File: src/rtl/seq_divider_8bit_if.sv
// Request/response bundle for the sequential divider.
// Handshake: the controller raises start with dividend/divisor valid; the
// request is taken on a rising edge only while the divider is in IDLE or
// DONE (busy=0). busy is high while iterating, and start is ignored then.
// done is a one-cycle strobe marking new quotient/remainder/result/div_by_zero.
interface seq_divider_8bit_if #(
    parameter int WIDTH = 8
);
    logic               start;
    logic [WIDTH-1:0]   dividend;
    logic [WIDTH-1:0]   divisor;
    logic               busy;
    logic               done;
    logic [WIDTH-1:0]   quotient;
    logic [WIDTH-1:0]   remainder;
    logic [2*WIDTH-1:0] result;
    logic               div_by_zero;

    // Controller side: issues requests and observes results.
    modport master (
        output start, dividend, divisor,
        input  busy, done, quotient, remainder, result, div_by_zero
    );

    // Divider side.
    modport slave (
        input  start, dividend, divisor,
        output busy, done, quotient, remainder, result, div_by_zero
    );
endinterface

File: src/rtl/seq_divider_8bit.sv
// Unsigned restoring divider, one quotient bit per clock.
// The result is packed as {remainder, quotient} to match the ALU result word.
// A zero divisor skips iteration and reports quotient=all ones,
// remainder=dividend, div_by_zero=1.
module seq_divider_8bit #(
    parameter int WIDTH = 8
) (
    input  logic                  clk,
    input  logic                  rst_n,
    seq_divider_8bit_if.slave     bus,
    output logic [1:0]            dbg_state
);
    localparam int CW = (WIDTH > 1) ? $clog2(WIDTH) : 1;

    typedef enum logic [1:0] {
        IDLE = 2'd0,
        CALC = 2'd1,
        DONE = 2'd2
    } state_t;

    state_t           state_q, state_d;
    logic [CW-1:0]    cnt_q, cnt_d;
    logic [WIDTH:0]   pr_q, pr_d;       // partial remainder, one guard bit
    logic [WIDTH-1:0] wq_q, wq_d;       // working quotient / shifting dividend
    logic [WIDTH-1:0] dvs_q, dvs_d;     // divisor captured at acceptance
    logic [WIDTH-1:0] quo_q, quo_d;
    logic [WIDTH-1:0] rem_q, rem_d;
    logic             dz_q, dz_d;

    logic [WIDTH:0]   shifted;
    logic [WIDTH:0]   trial;
    logic             trial_neg;
    logic [WIDTH:0]   pr_next;
    logic [WIDTH-1:0] wq_next;

    // Next-state, datapath step and result capture.
    always_comb begin
        state_d = state_q;
        cnt_d   = cnt_q;
        pr_d    = pr_q;
        wq_d    = wq_q;
        dvs_d   = dvs_q;
        quo_d   = quo_q;
        rem_d   = rem_q;
        dz_d    = dz_q;

        // One restoring step: shift {pr, wq} left, try subtracting divisor.
        shifted   = {pr_q[WIDTH-1:0], wq_q[WIDTH-1]};
        trial     = shifted - {1'b0, dvs_q};
        trial_neg = trial[WIDTH];
        pr_next   = trial_neg ? shifted : trial;
        wq_next   = {wq_q[WIDTH-2:0], ~trial_neg};

        case (state_q)
            IDLE, DONE: begin
                if (bus.start) begin
                    if (bus.divisor != '0) begin
                        wq_d    = bus.dividend;
                        pr_d    = '0;
                        cnt_d   = CW'(WIDTH - 1);
                        dvs_d   = bus.divisor;
                        state_d = CALC;
                    end else begin
                        quo_d   = '1;
                        rem_d   = bus.dividend;
                        dz_d    = 1'b1;
                        state_d = DONE;
                    end
                end else if (state_q == DONE) begin
                    state_d = IDLE;
                end
            end
            CALC: begin
                pr_d  = pr_next;
                wq_d  = wq_next;
                cnt_d = cnt_q - CW'(1);
                if (cnt_q == '0) begin
                    cnt_d   = '0;
                    quo_d   = wq_next;
                    rem_d   = pr_next[WIDTH-1:0];
                    dz_d    = 1'b0;
                    state_d = DONE;
                end
            end
            default: begin
                state_d = IDLE;
            end
        endcase
    end

    // State and datapath registers; reset aborts any operation in flight.
    always_ff @(posedge clk or negedge rst_n) begin
        if (!rst_n) begin
            state_q <= IDLE;
            cnt_q   <= '0;
            pr_q    <= '0;
            wq_q    <= '0;
            dvs_q   <= '0;
            quo_q   <= '0;
            rem_q   <= '0;
            dz_q    <= 1'b0;
        end else begin
            state_q <= state_d;
            cnt_q   <= cnt_d;
            pr_q    <= pr_d;
            wq_q    <= wq_d;
            dvs_q   <= dvs_d;
            quo_q   <= quo_d;
            rem_q   <= rem_d;
            dz_q    <= dz_d;
        end
    end

    assign bus.busy        = (state_q == CALC);
    assign bus.done        = (state_q == DONE);
    assign bus.quotient    = quo_q;
    assign bus.remainder   = rem_q;
    assign bus.result      = {rem_q, quo_q};
    assign bus.div_by_zero = dz_q;
    assign dbg_state       = state_q;
endmodule
File: src/flat_wrapper.sv
// flat-port wrapper written by rule: the top's interface ports become plain ports
module seq_divider_8bit_flat 
#(
    parameter int WIDTH = 8
)
  (clk, rst_n, dbg_state, bus_start, bus_dividend, bus_divisor, bus_busy, bus_done, bus_quotient, bus_remainder, bus_result, bus_div_by_zero);
  seq_divider_8bit_if #(.WIDTH(WIDTH)) bus_i ();
  input  logic clk;
  input  logic rst_n;
  output logic [1:0] dbg_state;
  input wire logic [$bits(bus_i.start)-1:0] bus_start;
  input wire logic [$bits(bus_i.dividend)-1:0] bus_dividend;
  input wire logic [$bits(bus_i.divisor)-1:0] bus_divisor;
  output wire logic [$bits(bus_i.busy)-1:0] bus_busy;
  output wire logic [$bits(bus_i.done)-1:0] bus_done;
  output wire logic [$bits(bus_i.quotient)-1:0] bus_quotient;
  output wire logic [$bits(bus_i.remainder)-1:0] bus_remainder;
  output wire logic [$bits(bus_i.result)-1:0] bus_result;
  output wire logic [$bits(bus_i.div_by_zero)-1:0] bus_div_by_zero;
  assign bus_i.start = bus_start;
  assign bus_i.dividend = bus_dividend;
  assign bus_i.divisor = bus_divisor;
  assign bus_busy = bus_i.busy;
  assign bus_done = bus_i.done;
  assign bus_quotient = bus_i.quotient;
  assign bus_remainder = bus_i.remainder;
  assign bus_result = bus_i.result;
  assign bus_div_by_zero = bus_i.div_by_zero;
  seq_divider_8bit #(.WIDTH(WIDTH)) u_core (.clk(clk), .rst_n(rst_n), .bus(bus_i), .dbg_state(dbg_state));
endmodule
File: config.mk
export PLATFORM = sky130hd
export DESIGN_NAME = seq_divider_8bit_flat
export DESIGN_NICKNAME = d
export VERILOG_FILES = /design/src/rtl/seq_divider_8bit_if.sv /design/src/rtl/seq_divider_8bit.sv /design/src/flat_wrapper.sv
export SDC_FILE = /design/constraint.sdc
export NUM_CORES = 1
export LEC_CHECK = 0
export CAP_MARGIN = 20
export CORE_MARGIN = 4
export CORE_UTILIZATION = 45
export DETAILED_ROUTE_END_ITERATION = 6
export PLACE_DENSITY = 0.72
export REMOVE_ABC_BUFFERS = 1
export SLEW_MARGIN = 20
export SYNTH_ARGS = -nofsm -noshare
export SYNTH_HDL_FRONTEND = slang
export SYNTH_SLANG_ARGS = --single-unit
File: constraint.sdc
create_clock -name clk -period 6.9 [get_ports clk]
set_input_delay 1.38 -clock clk [delete_from_list [all_inputs] [get_ports clk]]
set_output_delay 1.38 -clock clk [all_outputs]
set_load 0.005 [all_outputs]
; After elaboration in Yosys (flattened, before gate mapping)
; Index checks and enable logic that the tools add are counted.
[classes]
n_shift = 0
div_mod_pow = 0
order_cmp = 0
multipliers = 0
bitwise = 1
mux = 28
n_reduce_logical = 9
eq_ne = 7
addsub = 2
[ops]
columns = operator, count
row1 = $mux W8, 11
row2 = $pmux W8 S2, 4
row3 = $mux W3, 3
row4 = $sub A9 B8 Y9, 1
row5 = $mux W2, 4
row6 = $reduce_bool A8 Y1, 1
row7 = $pmux W3 S2, 1
row8 = $reduce_and A3 Y1, 2
row9 = $ne A2 B1 Y1 const B, 2
row10 = $ne A2 B2 Y1 const B, 2
row11 = $pmux W2 S2, 1
row12 = $reduce_and A4 Y1, 1
row13 = $logic_not A3 Y1, 1
row14 = $mux W1, 3
row15 = $ne A3 B3 Y1 const B, 1
row16 = $sub A3 B1 Y3 const B, 1
row17 = $eq A2 B1 Y1 const B, 1
row18 = $eq A2 B2 Y1 const B, 1
row19 = $logic_not A2 Y1, 1
row20 = $pmux W1 S2, 1
row21 = $reduce_and A2 Y1, 1
row22 = $reduce_bool A2 Y1, 1
row23 = $reduce_or A2 Y1, 1
row24 = $not A1 Y1, 1
[word_totals]
romBits = 0
wordCells = 55
latchBits = 0
mem_bits_rw = 0
mem_count = 0
output_inout_bits = 37
regBits = 46

; Depth between registers and ports, before layout
[depth]
depth_word = 4
depth_mapped = 11
depth_no_buf = 10

; Least setup slack after synthesis
; OpenSTA, ideal clock, no wires.
[synth_timing]
path_type = input to register
from = input port bus_divisor[3]
to = register u_core.wq_q[0]
t_required_ns = 6.761
path_buffers = 2
path_stages = 7
setup_ns = 0.139
arrival_ns = 2.678
path_slack_ns = 4.083
path_cell_list = nor4_1 nand2_1 and2_0 clkbuf_1 buf_2 a211oi_1 a21oi_1
[synth_via]
elab_chain_len = 3
[synth_lines]
columns = item, line
row1 = start: declaration, flat_wrapper.sv:13  ; input wire logic [$bits(bus_i.divisor)-1:0] bus_divisor;
row2 = $reduce_bool A8 Y1, seq_divider_8bit.sv:57  ; if (bus.divisor != '0) begin
row3 = $ne A2 B1 Y1 (no source line), -
row4 = $reduce_and A3 Y1 (no source line), -
row5 = end signal: assignment, seq_divider_8bit.sv:106  ; wq_q <= wq_d;
row6 = end: declaration, seq_divider_8bit.sv:24  ; logic [WIDTH-1:0] wq_q, wq_d;
; No other way between the ends.
; A chain may end at the register's enable or synchronous reset.

; Final worst setup path
[layout_timing]
from = input port bus_start
to = register u_core.wq_q[0]
[layout_via]
elab_chain_len = 2
[layout_lines]
columns = item, line
row1 = start: declaration, flat_wrapper.sv:11  ; input wire logic [$bits(bus_i.start)-1:0] bus_start;
row2 = $ne A2 B2 Y1 (no source line), -
row3 = $reduce_and A3 Y1 (no source line), -
; No other way between the ends.

==> qor.csv <==
metric,value,unit
post-CTS setup buffers,0,
Final Max Slew Viols,0,
max-cap violation count,0,
R2R Setup Slk,4.06,ns
peak supply drop,0.2258,mV
Antenna Cells,0,
Initial Util,0.4676,
CTS Buf Count,5,
"Clk Latency, worst-skew pair",0.30,ns
period utilization,0.5078,
CP max FO,12,
LEAKAGE,0.001355,uW
Rows,27,
worst reg2reg path endpoint,u_core.bus.remainder[1]$_DFFE_PN0P_,
DIE HEIGHT,84.10,um
sequential element share of the synthesized area,0.4417,
Fin Clk Skew,0.007788,ns
top_reg_cell synth,dfrtp_1,
hold_buf cts,0,
Worst Max-Slew Pin Slew,0.7831,ns
first-pass GRT wire length,10.49,mm
asr flop ratio synth,1.000,
Die ar.,0.007073,mm2
Worst path max stage delay,0.60,ns
area grow syn2layout,21.94,%
Worst EP required,7.07,ns
Fmax,285.4,MHz
routed wire length,6.171,mm
power density over the cells,527.3,mW/mm2
"Reg clk slew, reported paths",0.08,ns
worst rel slew slack,0.4774,
cell taking the most area after synthesis,dfrtp_1,
GRT overflow,0,
HP Start,u_core.bus.div_by_zero$_DFFE_PN0P_,
Worst R2R Path Depth,10,
routed length per instance,15.78,um
CP dominant cell by count,nor2b_1,
Mapped Cells,283,
I/O pin count,56,
Synth Cell Area,0.002606,mm2
layout cells sized above 1,0.08150,
RSZ-0062 raised after global routing,no,
largest net degree at the start of global routing,47,
core area,0.005574,mm2
"commonest cells after routing, fill and taps aside","clkdlybuf4s50_1, dfrtp_1, nand2_1, nor2_1, a21oi_1",
Post-synth EDFFs,0,
DR pass1 iterations,4,
die width,84.10,um
CTS Buffer Depth,2,
Hold Crit Depth,1,
final hold viol count,0,
"Slowest-stage cell, CP",nor2b_1,
post-layout min period,3.504,ns
clock sink total,46,
CTS tree,built,
Iter 0 DRT Violations,120,
syn_area_per_cell,9.209,um2
Worst R2R Start,u_core.wq_q[7]$_DFFE_PN0P_,
DR vias/cell,5.384,
CP Capture Type,flop,
WP data arrival,3.67,ns
via count,2105,
outcome,finished clean,
Clock H-tree levels,2,
initial antenna violation count,0,
vias in the first global route,2180,
Netlist cell types,45,
Root Driver,clkbuf_8,
final core utilization,0.5701,
hold endpoint,u_core.bus.div_by_zero$_DFFE_PN0P_,
"commonest non-fill, non-tap cell in the layout",clkdlybuf4s50_1,
"top cells by area, synth","dfrtp_1, nand2_1, buf_4",
GP Congestion,0.8067,
startpoint types,primary input,
Synth top area share,0.4417,
total global-route track usage,0.1828,
post-DP HPWL,4.385,mm
DRC Markers,0,
setup violators final,0,
Nets,349,
Routed Antenna Nets,0,
post-cts resize count,0,
synthesized flop and latch total,46,
worst path cell trace,clkdlybuf4s50_1 > nor2b_1 > and2_0 > buf_4 > nor2b_1 > a211oi_1 > a21oi_1,
TNS Setup,0,ns
kind of critical path,primary input to flop,
YS warnings,0,
hold crit path type,flop to flop,
IO buf count,55,
==> worst max path at each step <==
stage / start / to / slack (ns) / depth (start not counted)
global placement: bus_start / u_core.wq_q[0]$_DFFE_PN0P_ / 3.16 / 7
global route: bus_start / u_core.wq_q[0]$_DFFE_PN0P_ / 3.25 / 7
CTS: bus_start / u_core.wq_q[0]$_DFFE_PN0P_ / 3.43 / 7
floorplan: bus_start / u_core.pr_q[7]$_DFFE_PN0P_ / 3.75 / 4
finish: bus_start / u_core.wq_q[0]$_DFFE_PN0P_ / 3.40 / 7
detailed placement: bus_start / u_core.wq_q[0]$_DFFE_PN0P_ / 3.10 / 7
==> per-layer routing <==
metal | routed length (um) | global-route usage | vias up
li1 | - | - | 1021
met1 | 2841 | 0.2563 | 989
met2 | 2764 | 0.2747 | 87
met3 | 483 | 0.05331 | 8
met4 | 82 | 0.05409 | 0
met5 | 0 | 0 | -
==> power breakdown <==
group	internal (uW)	switching, uW
sequential	399	108
combinational	470	491
clock	116	92.4
==> critical path: cells and delay by family <==
kind	cells	cell delay [ns]
simple gates	3	1.25
buf+inv	2	0.77
compound gates	2	0.26
==> synthesized netlist by cell type (all sizes together) (2+ instances only) <==
master,instances
or3,3
ha,10
a21o,2
xnor2,2
clkbuf,6
mux2,3
a31oi,5
a211o,2
o21bai,3
buf,22
dfrtp,46
nor2,34
xor2,2
a211oi,4
nand2,42
o21ai,19
o32a,2
inv,12
mux2i,7
nor2b,4
nor4,2
nand2b,4
nand3,13
o22a,7
a21oi,17
==> through the flow <==
stage | cell area (um2) | setup WS, ns | std cells | hold WS [ns] | power [uW]
after floorplan | 2412 | 3.752 | 255 | 0.4643 | 1085
after global placement | 3063 | 3.163 | 384 | 0.4839 | 1453
after detailed placement | 3063 | 3.098 | 384 | 0.4831 | 1468
after CTS | 3176 | 3.430 | 391 | 0.5055 | 1685
after global routing | 3178 | 3.251 | 391 | 0.5244 | 1808
final | 3178 | 3.396 | 391 | 0.5016 | 1676
==> cell type report <==
| class | instances | area (um2) |
|---|---|---|
| clock buffer | 6 | 82.58 |
| clock inverter | 1 | 30.03 |
| fill | 506 | 2396 |
| inverter | 12 | 45.04 |
| multi-input combinational | 197 | 1216 |
| sequential | 46 | 1151 |
| tap | 72 | 90.09 |
| timing repair buffer | 57 | 563.0 |
==> cell families (layout without fill, tap and decap cells) <==
kind of cell,count (synthesis),count (layout),synth area share
multiplexers,10,10,0.03985
XOR/XNOR,4,4,0.01344
AND/OR/NAND/NOR,109,109,0.1964
adder cells (fa/ha/maj),11,11,0.05569
buffers and inverters,40,76,0.09169
AO/OA/AOI/OAI,63,63,0.1613
flip-flops,46,46,0.4417
==> sequential cells by signal (all words and copies together) (netlist names) <==
name,cells
u_core.wq_q,8
u_core.cnt_q,3
u_core.bus.remainder,8
u_core.dvs_q,8
u_core.bus.quotient,8
u_core.bus.div_by_zero,1
u_core.pr_q,8
u_core.dbg_state,2
(Power assumes the default switching activity.)
